## config.mk

```make
export PLATFORM = sky130hd
export DESIGN_NAME = negedge_capture_serial_tx
export DESIGN_NICKNAME = d
export VERILOG_FILES = /design/src/rtl/negedge_capture_serial_tx.sv
export SDC_FILE = /design/constraint.sdc
export NUM_CORES = 1
export LEC_CHECK = 0
export CORE_ASPECT_RATIO = 0.7
export CORE_UTILIZATION = 45
export CTS_CLUSTER_SIZE = 24
export DETAILED_ROUTE_END_ITERATION = 6
export PLACE_DENSITY = 0.74
export SLEW_MARGIN = 10
export SYNTH_ARGS = -nofsm -noshare
export SYNTH_HDL_FRONTEND = slang
export SYNTH_SLANG_ARGS = --single-unit
```

## constraint.sdc

```tcl
create_clock -name CLK -period 1.7 [get_ports CLK]
set_clock_uncertainty 0.15 [all_clocks]
set_input_delay 0.51 -clock CLK [delete_from_list [all_inputs] [get_ports CLK]]
set_output_delay 0.51 -clock CLK [all_outputs]
set_load 0.005 [all_outputs]
```

## src/rtl/negedge_capture_serial_tx.sv

```systemverilog
// Parallel-in, serial-out transmitter: launches MSB-first bits on the rising edge with a framing strobe,
// for a falling-edge-sampling receiver. Define NEGEDGE_SERIAL_TX_PARITY_EN to append an even-parity cell.
module negedge_capture_serial_tx #(
    parameter int WIDTH = 8,
    parameter int GAP   = 1
) (
    input  logic             CLK,
    input  logic             RN,
    input  logic [WIDTH-1:0] DIN,
    input  logic             VALID,
    output logic             READY,
    output logic             SDO,
    output logic             SFRAME,
    output logic             BUSY
);
    localparam int CW = $clog2(WIDTH + 1);

    typedef enum logic [1:0] {
        IDLE,
        SHIFT,
        GAP_ST,
        PARITY
    } state_t;

    state_t           state_reg;
    logic [WIDTH-1:0] shift_reg;
    logic [CW-1:0]    bit_cnt_reg;
    logic [3:0]       gap_cnt_reg;
`ifdef NEGEDGE_SERIAL_TX_PARITY_EN
    logic             par_reg;
`endif

    always_ff @(posedge CLK or negedge RN) begin
        if (!RN) begin
            state_reg   <= IDLE;
            shift_reg   <= '0;
            bit_cnt_reg <= '0;
            gap_cnt_reg <= '0;
`ifdef NEGEDGE_SERIAL_TX_PARITY_EN
            par_reg     <= 1'b0;
`endif
            SDO         <= 1'b0;
            SFRAME      <= 1'b0;
            BUSY        <= 1'b0;
            READY       <= 1'b0;
        end else begin
            case (state_reg)
                IDLE: begin
                    // READY only rises one edge after reset release, so VALID held
                    // through reset cannot be accepted early.
                    if (READY && VALID) begin
                        shift_reg   <= DIN;
`ifdef NEGEDGE_SERIAL_TX_PARITY_EN
                        par_reg     <= ^DIN;
`endif
                        SDO         <= DIN[WIDTH-1];
                        SFRAME      <= 1'b1;
                        READY       <= 1'b0;
                        BUSY        <= 1'b1;
                        bit_cnt_reg <= CW'(WIDTH - 1);
                        state_reg   <= SHIFT;
                    end else begin
                        READY <= 1'b1;
                    end
                end
                SHIFT: begin
                    if (bit_cnt_reg != '0) begin
                        shift_reg   <= shift_reg << 1;
                        SDO         <= shift_reg[WIDTH-2];
                        bit_cnt_reg <= bit_cnt_reg - 1'b1;
                    end else begin
`ifdef NEGEDGE_SERIAL_TX_PARITY_EN
                        SDO         <= par_reg;
                        state_reg   <= PARITY;
`else
                        SDO         <= 1'b0;
                        SFRAME      <= 1'b0;
                        gap_cnt_reg <= 4'(GAP);
                        state_reg   <= GAP_ST;
`endif
                    end
                end
                PARITY: begin
                    SDO         <= 1'b0;
                    SFRAME      <= 1'b0;
                    gap_cnt_reg <= 4'(GAP);
                    state_reg   <= GAP_ST;
                end
                GAP_ST: begin
                    if (gap_cnt_reg <= 4'd1) begin
                        gap_cnt_reg <= 4'd0;
                        READY       <= 1'b1;
                        BUSY        <= 1'b0;
                        state_reg   <= IDLE;
                    end else begin
                        gap_cnt_reg <= gap_cnt_reg - 4'd1;
                    end
                end
                default: state_reg <= IDLE;
            endcase
        end
    end
endmodule
```

==> results.py <==
metrics = {
    "outcome": {
        "outcome": "finished clean",
    },
    "routing": {
        "drt_first_iter_violations": 48,
        "route.detailed.vias_per_inst": 5.512,
        "num_vias": 904,
        "finalWirelength_mm": 2.332,
        "detail_route.drc_violations": 0,
        "antenna_violating_nets_post_route": 0,
        "firstDrtPassIters": 4,
        "post_drt_wl_per_cell_um": 14.22,
    },
    "placed_design": {
        "dpl_worst_slack_ns": -0.2824,
        "globalplace.congestion": 0.7525,
        "dp_hpwl_mm": 1.626,
        "placedInstanceArea_um2": 1329,
        "placement.io_buffers": 14,
    },
    "clock_tree": {
        "clock_tree.buffer_depth": 2,
        "cts-buffers-inserted": 3,
        "tritoncts_clock_tree": "yes",
        "clk_root_buffer_cell": "clkbuf_4",
        "insertion_delay_ns": 0.30,
        "worst_setup_hold_path_clk_slew_ns": 0.11,
        "tritoncts_num_sinks": 21,
        "cts-hold-fix-buffers": 0,
        "htreeDepth": 1,
    },
    "setup_path": {
        "critical_path.reg2reg.startpoint": "bit_cnt_reg[0]",
        "path_buf_inv": 2,
        "reg2reg_slack_ns": 0.07,
        "crit_reg_reg_endpoint": "bit_cnt_reg[0]",
        "rr_worst_depth": 6,
        "critPathMaxFanout": 6,
        "crit_path_max_incr_delay_ns": 0.53,
        "critical_path_class": "input port to flip-flop",
        "cpMaxStageDelayCell": "clkdlybuf4s50_1",
        "crit_path_cell_trace": "clkdlybuf4s50_1 -> nor4bb_4 -> buf_6 -> nor2_1 -> a21oi_1",
        "cp.arrival_ns": 1.73,
        "critical_path.endpoint_type": "flip-flop",
        "required_ns": 1.78,
        "start_kind": "input port",
        "top_delay_family_on_crit_path": "buffers and inverters",
    },
    "final_layout": {
        "largest_reg_flops": 7,
        "area.growth.synth_to_final_pct": 26.04,
        "finalNetCount": 147,
        "layout.filler_cells": 207,
        "finalInstanceArea_um2": 1399,
        "n_antenna_cell": 0,
        "drive_above_1_share_pct": 22.73,
    },
    "floorplan": {
        "placeable_area_um2": 2242,
        "chipWidth_um": 61.36,
        "die_height_um": 43.55,
        "floorplan.initialDensity_pct": 49.50,
        "placement_rows": 14,
        "dieArea_um2": 2672,
        "pin_count": 15,
    },
    "synthesis": {
        "ys_ff_latch": 21,
        "synth_top_area_share_pct": 47.35,
        "synth.yosys.warnings": 0,
        "async_reset_ff_share_pct": 100.0,
        "synth.most_common_cell": "dfrtp_1",
        "synth_area_per_cell_um2": 10.57,
        "synthesis.area_um2": 1110,
        "synth_area_leaders": "dfrtp_1 47%, a21oi_1 5.0%, o32ai_1 4.7%",
        "synth_seq_area_share_pct": 47.35,
        "synth-edff-count": 0,
        "synth.net_count": 119,
        "netlist-cell-type-count": 37,
        "synth_flop_cell": "dfrtp_1",
        "syn_inst": 105,
        "post-synth-top-area-cell": "dfrtp_1",
        "synth_commonest_cells": "21 x dfrtp_1, 11 x a21oi_1, 9 x nor2_1",
    },
    "global_routing": {
        "grt_start_max_net_pins": 22,
        "total_global_route_track_usage_pct": 20.04,
        "vias_in_the_first_global_route": 861,
        "wire_length_of_the_first_global_routing_pass_mm": 3.781,
        "grt_overflow_total": 0,
        "antenna_found_initial": 0,
    },
    "hold_path": {
        "hp-class": "input port to asynchronous set/reset pin",
    },
    "timing": {
        "fin_hold_ws_ns": 0.3841,
        "setup-violations-final": 0,
        "fin_crit_sh_pct": 97.17,
        "final-hold-violation-count": 0,
        "worstMarginPinSlew_ns": 0.4195,
        "timing.max_slew.rel_slack_pct": 72.03,
        "final_critical_path_setup_slack_ns": 0.04814,
        "achievable-frequency_mhz": 605.4,
        "finalMaxSlewViolations": 0,
        "timing.final.crit_period_ns": 1.652,
    },
    "power": {
        "switchingPower_uw": 986.0,
        "leak_pwr_uw": 0.0006107,
        "power_density_nw_per_um2": 1792,
        "clkPwrFrac_pct": 9.4,
        "power.switching_fraction_pct": 39.34,
        "sequentialPowerShare_pct": 37.9,
        "intPower_uw": 1520,
        "vdd.ir_drop.worst_uv": 772.4,
        "pwr-share-comb_pct": 52.6,
    },
    "run": {
        "maxCapViolCount": 0,
    },
}
[cell usage in the layout, fill, tap and decap left out, types with 3 or more instances in the layout]
cell type,count
dfrtp_1,21
nor3_1,3
buf_4,14
clkbuf_4,3
inv_1,6
o21ai_0,4
ha_1,3
o32ai_1,5
nor2_1,9
nand2b_1,3
nand2_1,3
a21oi_1,10
clkdlybuf4s50_1,10
dlygate4sd2_1,4
[final cells by class]
cell class / count / area, µm² / share of cell area [%]
timing repair buffer: 30 / 262.8 / 18.78
tap: 32 / 40.04 / 2.862
clock inverter: 1 / 5.005 / 0.3578
multi-input combinational: 71 / 520.5 / 37.21
inverter: 6 / 22.52 / 1.610
clock buffer: 3 / 22.52 / 1.610
sequential: 21 / 525.5 / 37.57
[stage by stage]
| step | TNS (ns) | power (µW) | util, % | std cells |
|---|---|---|---|---|
| floorplan | 0 | 1811 | - | 105 |
| global placement | -2.611 | 2146 | 59.26 | 157 |
| detailed placement | -3.016 | 2197 | 59.26 | 157 |
| CTS | 0 | 2449 | 61.10 | 163 |
| global route | -0.04431 | 2745 | 62.39 | 164 |
| finish | 0 | 2506 | 62.39 | 164 |
[logic make-up (layout without fill, tap and decap cells)]
family | Yosys count | count (layout) | share of synthesized area [%]
flops | 21 | 21 | 47.35
simple gates | 26 | 26 | 14.77
mux | 3 | 3 | 2.818
xor+xnor | 2 | 2 | 1.579
fa+ha+maj | 3 | 3 | 3.383
buf+inv | 13 | 40 | 7.326
compound gates | 37 | 37 | 22.77
[worst max path at each step]
stage / from / to / slack (ns) / cells past startpoint
global route: bit_cnt_reg[1] / shift_reg[6] / -0.02 / 6
floorplan: bit_cnt_reg[0] / bit_cnt_reg[0] / 0.14 / 6
CTS: VALID / shift_reg[4] / 0.04 / 5
global placement: VALID / shift_reg[2] / -0.24 / 5
detailed placement: VALID / shift_reg[4] / -0.28 / 5
finish: VALID / shift_reg[6] / 0.05 / 5
[repair_timing]
| item | 4_1_cts | 5_1_grt |
|---|---|---|
| pin swaps | 0 | 1 |
| resized for setup | 5 | 5 |
| setup endpoints to repair | 5 | 12 |
| cloned | 0 | 1 |
| hold endpoints to repair | 0 | 0 |
| buffers inserted | 2 | 0 |
[metal layers]
metal  GRT usage [%]  part of all wire (%)  vias up
met4           6.667                   1.2        0
met3           5.672                   6.0        4
met5               0                     0        -
met2           33.91                    45       36
met1           24.71                    48      427
li1                -                     -      437
[power groups by stage]
stage / Clock, µW / Sequential, µW / Combinational, µW
2_1_floorplan: 0 / 881 / 931
3_3_place_gp: 0 / 942 / 1200
3_5_place_dp: 0 / 955 / 1240
4_1_cts: 250 / 939 / 1260
5_1_grt: 272 / 986 / 1490
6_report: 237 / 951 / 1320
(Power assumes the default switching activity.)
